File: src/rtl/clock_period_monitor_if.sv
// Signal bundle between a divided-clock source and its period monitor.
// The source side (master) drives the slow clock. The monitor side (slave)
// returns the period measurement, the lock state and the fault pulses.
interface clock_period_monitor_if #(
  parameter int WIDTH = 8
);
  logic             clk_in;
  logic [WIDTH-1:0] period;
  logic [WIDTH-1:0] high_time;
  logic             period_valid;
  logic             locked;
  logic             period_error;
  logic             clock_lost;

  modport master (
    output clk_in,
    input  period,
    input  high_time,
    input  period_valid,
    input  locked,
    input  period_error,
    input  clock_lost
  );

  modport slave (
    input  clk_in,
    output period,
    output high_time,
    output period_valid,
    output locked,
    output period_error,
    output clock_lost
  );
endinterface

File: src/rtl/clock_period_monitor.sv
// clock_period_monitor: measures the period of a slow, asynchronous clock
// (clk_in) in clock8 cycles. It reports every measured period, asserts
// locked after LOCK_COUNT consecutive in-tolerance periods, and pulses
// period_error or clock_lost when the clock misbehaves.
// Optional feature macro: CLOCK_MONITOR_DUTY_EN. When defined, the monitor
// also measures the high time of each period and folds the duty cycle into
// the good/bad decision. When undefined, high_time is tied to 0.
module clock_period_monitor #(
  parameter int WIDTH      = 8,
  parameter int EXPECTED   = 100,
  parameter int TOLERANCE  = 2,
  parameter int LOCK_COUNT = 4,
  parameter int TIMEOUT    = 200
) (
  input  logic                   clock8,
  input  logic                   reset,
  clock_period_monitor_if.slave  mon_if
);

  // Width of the good-period counter: must hold values 0..LOCK_COUNT.
  localparam int GCW = $clog2(LOCK_COUNT + 1);

  // Comparisons against EXPECTED are done one bit wider than the counter so
  // that the absolute difference never wraps.
  localparam logic [WIDTH:0]   EXP_EXT     = (WIDTH + 1)'(EXPECTED);
  localparam logic [WIDTH:0]   TOL_EXT     = (WIDTH + 1)'(TOLERANCE);
  localparam logic [WIDTH-1:0] TIMEOUT_CNT = WIDTH'(TIMEOUT);
  localparam logic [WIDTH-1:0] CNT_MAX     = {WIDTH{1'b1}};
  localparam logic [WIDTH-1:0] CNT_ONE     = WIDTH'(1);
  localparam logic [GCW-1:0]   GC_LAST     = GCW'(LOCK_COUNT - 1);

  typedef enum logic [1:0] {
    ST_SEARCH  = 2'd0,
    ST_ACQUIRE = 2'd1,
    ST_LOCKED  = 2'd2
  } state_t;

  // Synchronizer and edge history
  logic r_s1;
  logic r_s2;
  logic r_s3;
  logic w_edge;

  // FSM state and measurement registers
  state_t           r_state;
  state_t           w_state_next;
  logic [WIDTH-1:0] r_cnt;
  logic [WIDTH-1:0] w_cnt_next;
  logic [WIDTH-1:0] w_cnt_inc;
  logic [GCW-1:0]   r_gcnt;
  logic [GCW-1:0]   w_gcnt_next;
  logic [WIDTH-1:0] r_period;
  logic [WIDTH-1:0] w_period_next;

  // Registered status and pulse outputs
  logic r_valid;
  logic w_valid_next;
  logic r_err;
  logic w_err_next;
  logic r_lost;
  logic w_lost_next;
  logic r_locked;
  logic w_locked_next;

  // Period tolerance check
  logic [WIDTH:0] w_cnt_ext;
  logic [WIDTH:0] w_diff;
  logic           w_period_ok;
  logic           w_good;
  logic           w_timeout;

  // Two-flop synchronizer plus a history flop for rising-edge detection.
  always_ff @(posedge clock8) begin
    if (reset) begin
      r_s1 <= 1'b0;
      r_s2 <= 1'b0;
      r_s3 <= 1'b0;
    end else begin
      r_s1 <= mon_if.clk_in;
      r_s2 <= r_s1;
      r_s3 <= r_s2;
    end
  end

  assign w_edge = r_s2 & ~r_s3;

  // Saturating increment keeps the counter pinned at its maximum instead
  // of wrapping back into the tolerance window.
  assign w_cnt_inc = (r_cnt == CNT_MAX) ? r_cnt : r_cnt + CNT_ONE;

  assign w_cnt_ext   = {1'b0, r_cnt};
  assign w_diff      = (w_cnt_ext >= EXP_EXT) ? (w_cnt_ext - EXP_EXT)
                                              : (EXP_EXT - w_cnt_ext);
  assign w_period_ok = (w_diff <= TOL_EXT);
  assign w_timeout   = (r_cnt == TIMEOUT_CNT);

`ifdef CLOCK_MONITOR_DUTY_EN
  localparam logic [WIDTH:0] HALF_EXT = (WIDTH + 1)'(EXPECTED / 2);

  logic [WIDTH-1:0] r_hcnt;
  logic [WIDTH-1:0] r_high_time;
  logic [WIDTH:0]   w_hcnt_ext;
  logic [WIDTH:0]   w_hdiff;
  logic             w_high_ok;

  // High-time counter: the edge cycle itself has s2 high, so an edge
  // restarts the count at 1 rather than 0.
  always_ff @(posedge clock8) begin
    if (reset) begin
      r_hcnt <= '0;
    end else if (w_edge) begin
      r_hcnt <= CNT_ONE;
    end else if (r_state == ST_SEARCH) begin
      r_hcnt <= '0;
    end else if (r_s2 && (r_hcnt != CNT_MAX)) begin
      r_hcnt <= r_hcnt + CNT_ONE;
    end
  end

  // Capture the high time alongside each reported period.
  always_ff @(posedge clock8) begin
    if (reset) begin
      r_high_time <= '0;
    end else if (w_valid_next) begin
      r_high_time <= r_hcnt;
    end
  end

  assign w_hcnt_ext = {1'b0, r_hcnt};
  assign w_hdiff    = (w_hcnt_ext >= HALF_EXT) ? (w_hcnt_ext - HALF_EXT)
                                               : (HALF_EXT - w_hcnt_ext);
  assign w_high_ok  = (w_hdiff <= TOL_EXT);
  assign w_good     = w_period_ok & w_high_ok;

  assign mon_if.high_time = r_high_time;
`else
  assign w_good           = w_period_ok;
  assign mon_if.high_time = '0;
`endif

  // Next-state, counter and output decode. An edge always takes priority
  // over the timeout, so a period of exactly TIMEOUT is reported (as bad).
  always_comb begin
    w_state_next  = r_state;
    w_cnt_next    = w_cnt_inc;
    w_gcnt_next   = r_gcnt;
    w_period_next = r_period;
    w_valid_next  = 1'b0;
    w_err_next    = 1'b0;
    w_lost_next   = 1'b0;
    w_locked_next = r_locked;

    case (r_state)
      ST_SEARCH: begin
        // First edge only starts a measurement; nothing to report yet.
        w_cnt_next = '0;
        if (w_edge) begin
          w_state_next = ST_ACQUIRE;
          w_cnt_next   = CNT_ONE;
          w_gcnt_next  = '0;
        end
      end

      ST_ACQUIRE: begin
        if (w_edge) begin
          w_cnt_next    = CNT_ONE;
          w_period_next = r_cnt;
          w_valid_next  = 1'b1;
          if (w_good) begin
            w_gcnt_next = r_gcnt + GCW'(1);
            if (r_gcnt == GC_LAST) begin
              w_state_next  = ST_LOCKED;
              w_locked_next = 1'b1;
            end
          end else begin
            w_gcnt_next = '0;
          end
        end else if (w_timeout) begin
          w_state_next  = ST_SEARCH;
          w_cnt_next    = '0;
          w_gcnt_next   = '0;
          w_lost_next   = 1'b1;
          w_locked_next = 1'b0;
        end
      end

      ST_LOCKED: begin
        if (w_edge) begin
          w_cnt_next    = CNT_ONE;
          w_period_next = r_cnt;
          w_valid_next  = 1'b1;
          if (!w_good) begin
            w_state_next  = ST_ACQUIRE;
            w_gcnt_next   = '0;
            w_err_next    = 1'b1;
            w_locked_next = 1'b0;
          end
        end else if (w_timeout) begin
          w_state_next  = ST_SEARCH;
          w_cnt_next    = '0;
          w_gcnt_next   = '0;
          w_lost_next   = 1'b1;
          w_locked_next = 1'b0;
        end
      end

      default: begin
        w_state_next  = ST_SEARCH;
        w_cnt_next    = '0;
        w_gcnt_next   = '0;
        w_locked_next = 1'b0;
      end
    endcase
  end

  // State, counters and all registered outputs.
  always_ff @(posedge clock8) begin
    if (reset) begin
      r_state  <= ST_SEARCH;
      r_cnt    <= '0;
      r_gcnt   <= '0;
      r_period <= '0;
      r_valid  <= 1'b0;
      r_err    <= 1'b0;
      r_lost   <= 1'b0;
      r_locked <= 1'b0;
    end else begin
      r_state  <= w_state_next;
      r_cnt    <= w_cnt_next;
      r_gcnt   <= w_gcnt_next;
      r_period <= w_period_next;
      r_valid  <= w_valid_next;
      r_err    <= w_err_next;
      r_lost   <= w_lost_next;
      r_locked <= w_locked_next;
    end
  end

  assign mon_if.period       = r_period;
  assign mon_if.period_valid = r_valid;
  assign mon_if.period_error = r_err;
  assign mon_if.clock_lost   = r_lost;
  assign mon_if.locked       = r_locked;

endmodule
File: src/flat_wrapper.sv
// flat-port wrapper written by rule: the top's interface ports become plain ports
module clock_period_monitor_flat 
#(
  parameter int WIDTH      = 8,
  parameter int EXPECTED   = 100,
  parameter int TOLERANCE  = 2,
  parameter int LOCK_COUNT = 4,
  parameter int TIMEOUT    = 200
)
  (clock8, reset, mon_if_clk_in, mon_if_period, mon_if_high_time, mon_if_period_valid, mon_if_locked, mon_if_period_error, mon_if_clock_lost);
  clock_period_monitor_if #(.WIDTH(WIDTH)) mon_if_i ();
  input  logic clock8;
  input  logic reset;
  input wire logic [$bits(mon_if_i.clk_in)-1:0] mon_if_clk_in;
  output wire logic [$bits(mon_if_i.period)-1:0] mon_if_period;
  output wire logic [$bits(mon_if_i.high_time)-1:0] mon_if_high_time;
  output wire logic [$bits(mon_if_i.period_valid)-1:0] mon_if_period_valid;
  output wire logic [$bits(mon_if_i.locked)-1:0] mon_if_locked;
  output wire logic [$bits(mon_if_i.period_error)-1:0] mon_if_period_error;
  output wire logic [$bits(mon_if_i.clock_lost)-1:0] mon_if_clock_lost;
  assign mon_if_i.clk_in = mon_if_clk_in;
  assign mon_if_period = mon_if_i.period;
  assign mon_if_high_time = mon_if_i.high_time;
  assign mon_if_period_valid = mon_if_i.period_valid;
  assign mon_if_locked = mon_if_i.locked;
  assign mon_if_period_error = mon_if_i.period_error;
  assign mon_if_clock_lost = mon_if_i.clock_lost;
  clock_period_monitor #(.WIDTH(WIDTH), .EXPECTED(EXPECTED), .TOLERANCE(TOLERANCE), .LOCK_COUNT(LOCK_COUNT), .TIMEOUT(TIMEOUT)) u_core (.clock8(clock8), .reset(reset), .mon_if(mon_if_i));
endmodule
File: config.mk
export PLATFORM = sky130hd
export DESIGN_NAME = clock_period_monitor_flat
export DESIGN_NICKNAME = d
export VERILOG_FILES = /design/src/rtl/clock_period_monitor_if.sv /design/src/rtl/clock_period_monitor.sv /design/src/flat_wrapper.sv
export SDC_FILE = /design/constraint.sdc
export NUM_CORES = 1
export LEC_CHECK = 0
export BUFFER_PORTS_ARGS = -buffer_cell sky130_fd_sc_hd__buf_4
export CAP_MARGIN = 20
export CORE_MARGIN = 10
export CORE_UTILIZATION = 50
export DETAILED_ROUTE_END_ITERATION = 12
export PLACE_DENSITY = 0.84
export SLEW_MARGIN = 15
export SYNTH_ARGS = -nofsm -noshare
export SYNTH_HDL_FRONTEND = slang
export SYNTH_SLANG_ARGS = --single-unit
export TNS_END_PERCENT = 100
File: constraint.sdc
create_clock -name clock8 -period 2.2 [get_ports clock8]
set_input_delay 0.33 -clock clock8 [delete_from_list [all_inputs] [get_ports clock8]]
set_output_delay 0.33 -clock clock8 [all_outputs]
set_load 0.02 [all_outputs]
==> results.toml <==
[status]
status = "finished with violations"
violations = "negative setup slack"

[synth]
ys_seq_elements = 28
synth_top_area_share = 0.297
synth_common_cells = "dfxtp_1, nand2_1, a21oi_1"
yosysTopAreaCell = "dfxtp_1"
synthCells = 230
synth_area_leaders = "dfxtp_1, ha_1, a21oi_1"
ys_seq_area_frac = 0.297
async_flop_share = 0
synth_area_per_cell_um2 = 8.20
synth.most_common_cell = "dfxtp_1"
synth_ff_type = "dfxtp_1"
synth-edff-count = 0
yosys_warnings = 0
syn_area_um2 = 1890
yosys.cell_types.count = 56

[floorplanning]
die_width_um = 81.4
rows = 22
coreArea_um2 = 3660
start_util = 0.515
die_h_um = 81.4
io_pins = 23
die_area_um2 = 6630

[job]
cap_violations = 0

[detailed_routing]
wl_per_cell_um = 16.0
remaining_drc_errors = 0
vias = 1805
wirelength_um = 5030
post_drt_via_cell_ratio = 5.75
antenna_left = 0
drtIter0Drc = 60
drt_pass1_iterations = 4

[sta]
finalCritPeriodShare = 1.04
setup_ws_ns = -0.0964
fin_crit_ns = 2.30
fmax_mhz = 435
finalSetupViolations = 6
finalClockSkew_ns = 0.00670
rsz0062_at_grt = "yes"
drv_slew = 0
hold_viol = 0

[worst_setup_path]
worstPathArrival_ns = 2.49
end_kind = "register"
path_cells = "buf_6 -> ha_4 -> a2111oi_4 -> a311oi_2 -> a211oi_2 -> nor4b_4 -> buf_4 -> a31o_4 -> a31oi_1 -> a31o_2"
startpoint_type = "register"
slowest_delay_ns = 0.41
critical_path_class = "reg -> reg"
critPathBufInv = 2
path_max_fanout = 6
critPathSlowestCell = "a2111oi_4"
cpLargestDelayFamily = "compound AO/OA/AOI/OAI gates"
cp.required_ns = 2.39

[clock_tree]
clkLatencyLatePin_ns = 0.29
cts_sinks = 28
cts-root-buf = "clkbuf_8"
clk_pin_slew_ns = 0.10
htreeDepth = 1
cts_max_path_buffers = 2
cts_hold_buffers = 0
cts_buffers = 3
cts_tree = "done"

[grt]
antenna_found_initial = 0
met3_usage = 0.0284
grtUsageMet1 = 0.177
grt_pass1_wl_um = 8170
grt_usage = 0.152
grt-ovfl-total = 0
grt_max_degree = 24
grt_pass1_vias = 1713
grt.busiest_layer = "met2"
grt_use_met2 = 0.273

[pwr]
leakagePower_nw = 0.924
ir_worst_vdd_mv = 0.438
powerDensity_nw_per_um2 = 459

[layout]
finalNonFillerCells = 314
fillers = 289
insertedDiodeCount = 0
layout-drive-gt1-share = 0.346
fin_nets = 284
area_growth_pct = 28.1

[placement]
io_buffers = 14
place_ws_ns = -0.211
dp_hpwl_um = 3640
place_inst = 306
gp_congestion = 0.850

[worst_hold_path]
hold_class = "in -> reg"
metrics by stage:
| stage | utilization | power (mW) | instance area (um2) | hold slack [ns] | setup TNS (ns) |
|---|---|---|---|---|---|
| after floorplan | - | 0.647 | 1960 | 0.414 | -0.0566 |
| after global placement | 0.602 | 0.678 | 2200 | 0.418 | -0.134 |
| after detailed placement | 0.602 | 0.682 | 2200 | 0.432 | -0.953 |
| after CTS | 0.638 | 1.10 | 2340 | 0.275 | -0.644 |
| after global routing | 0.660 | 1.14 | 2420 | 0.299 | -0.933 |
| final | 0.660 | 1.11 | 2420 | 0.268 | -0.315 |
state kept, by name, summed over array words and instances, names as in the netlist:
register,count
u_core.r_s2,1
u_core.mon_if.locked,1
u_core.r_state,2
u_core.r_s3,1
u_core.mon_if.period,8
u_core.mon_if.clock_lost,1
u_core.r_gcnt,3
u_core.r_cnt,8
u_core.mon_if.period_valid,1
u_core.mon_if.period_error,1
u_core.r_s1,1
repair_timing:
| action | in CTS | in global routing |
|---|---|---|
| pin swaps | 9 | 6 |
| setup buffers | 3 | 1 |
| resized for setup | 11 | 15 |
| setup endpoints to repair | 7 | 8 |
path summary, 6_finish.rpt:
kind	startpoint	end	slack (ns)	cells after the start
worst min register to register	u_core.r_s1	u_core.r_s2	0.45	1
worst max register to register	u_core.r_cnt[2]	u_core.mon_if.locked	-0.1	10
worst max-delay path	u_core.r_cnt[2]	u_core.mon_if.locked	-0.1	10
worst min-delay path	mon_if_clk_in	u_core.r_s1	0.27	2
layout by cell type, fill, tap and decap left out, drive strengths merged, types with 4 or more instances in the layout:
cell / Yosys / routed
nand2: 25 / 25
a211oi: 5 / 5
nor2b: 6 / 6
nand3: 13 / 13
a21oi: 19 / 19
buf: 13 / 49
or3: 4 / 4
nor2: 16 / 16
conb: 1 / 8
o21ai: 8 / 8
nand2b: 5 / 5
dfxtp: 28 / 28
inv: 10 / 10
xnor2: 5 / 5
ha: 14 / 14
nor3: 5 / 5
logic make-up after synthesis:
family / count (synthesis) / share of synthesized area
adder cells (fa/ha/maj): 14 / 0.0928
multiplexers: 1 / 0.00531
XOR/XNOR: 7 / 0.0325
other: 1 / 0.00199
AND/OR/NAND/NOR: 89 / 0.259
AO/OA/AOI/OAI: 56 / 0.216
flip-flops: 28 / 0.297
buffers and inverters: 34 / 0.0962
power breakdown:
part | leakage (nW) | total (mW) | switching (mW) | internal [mW]
sequential | 0.229 | 0.519 | 0.00473 | 0.514
combinational | 0.659 | 0.172 | 0.108 | 0.0644
clock | 0.0357 | 0.417 | 0.173 | 0.244
final cells by class:
class | count | area (um2) | share of cell area
Sequential cell | 28 | 567 | 0.235
Clock buffer | 3 | 41.3 | 0.0171
Clock inverter | 1 | 30.0 | 0.0124
Tap cell | 48 | 60.1 | 0.0249
Multi-Input combinational cell | 175 | 1310 | 0.542
Timing Repair Buffer | 49 | 372 | 0.154
Inverter | 10 | 37.5 | 0.0155
metal layers:
layer  vias up  share of wire  wire (um)
met4         0          0.018         89
met5         -              0          0
met2        50           0.53       2650
li1        870              -          -
met1       874           0.41       2070
met3        11          0.042        212
No activity file was read; power rests on OpenSTA's default activity.
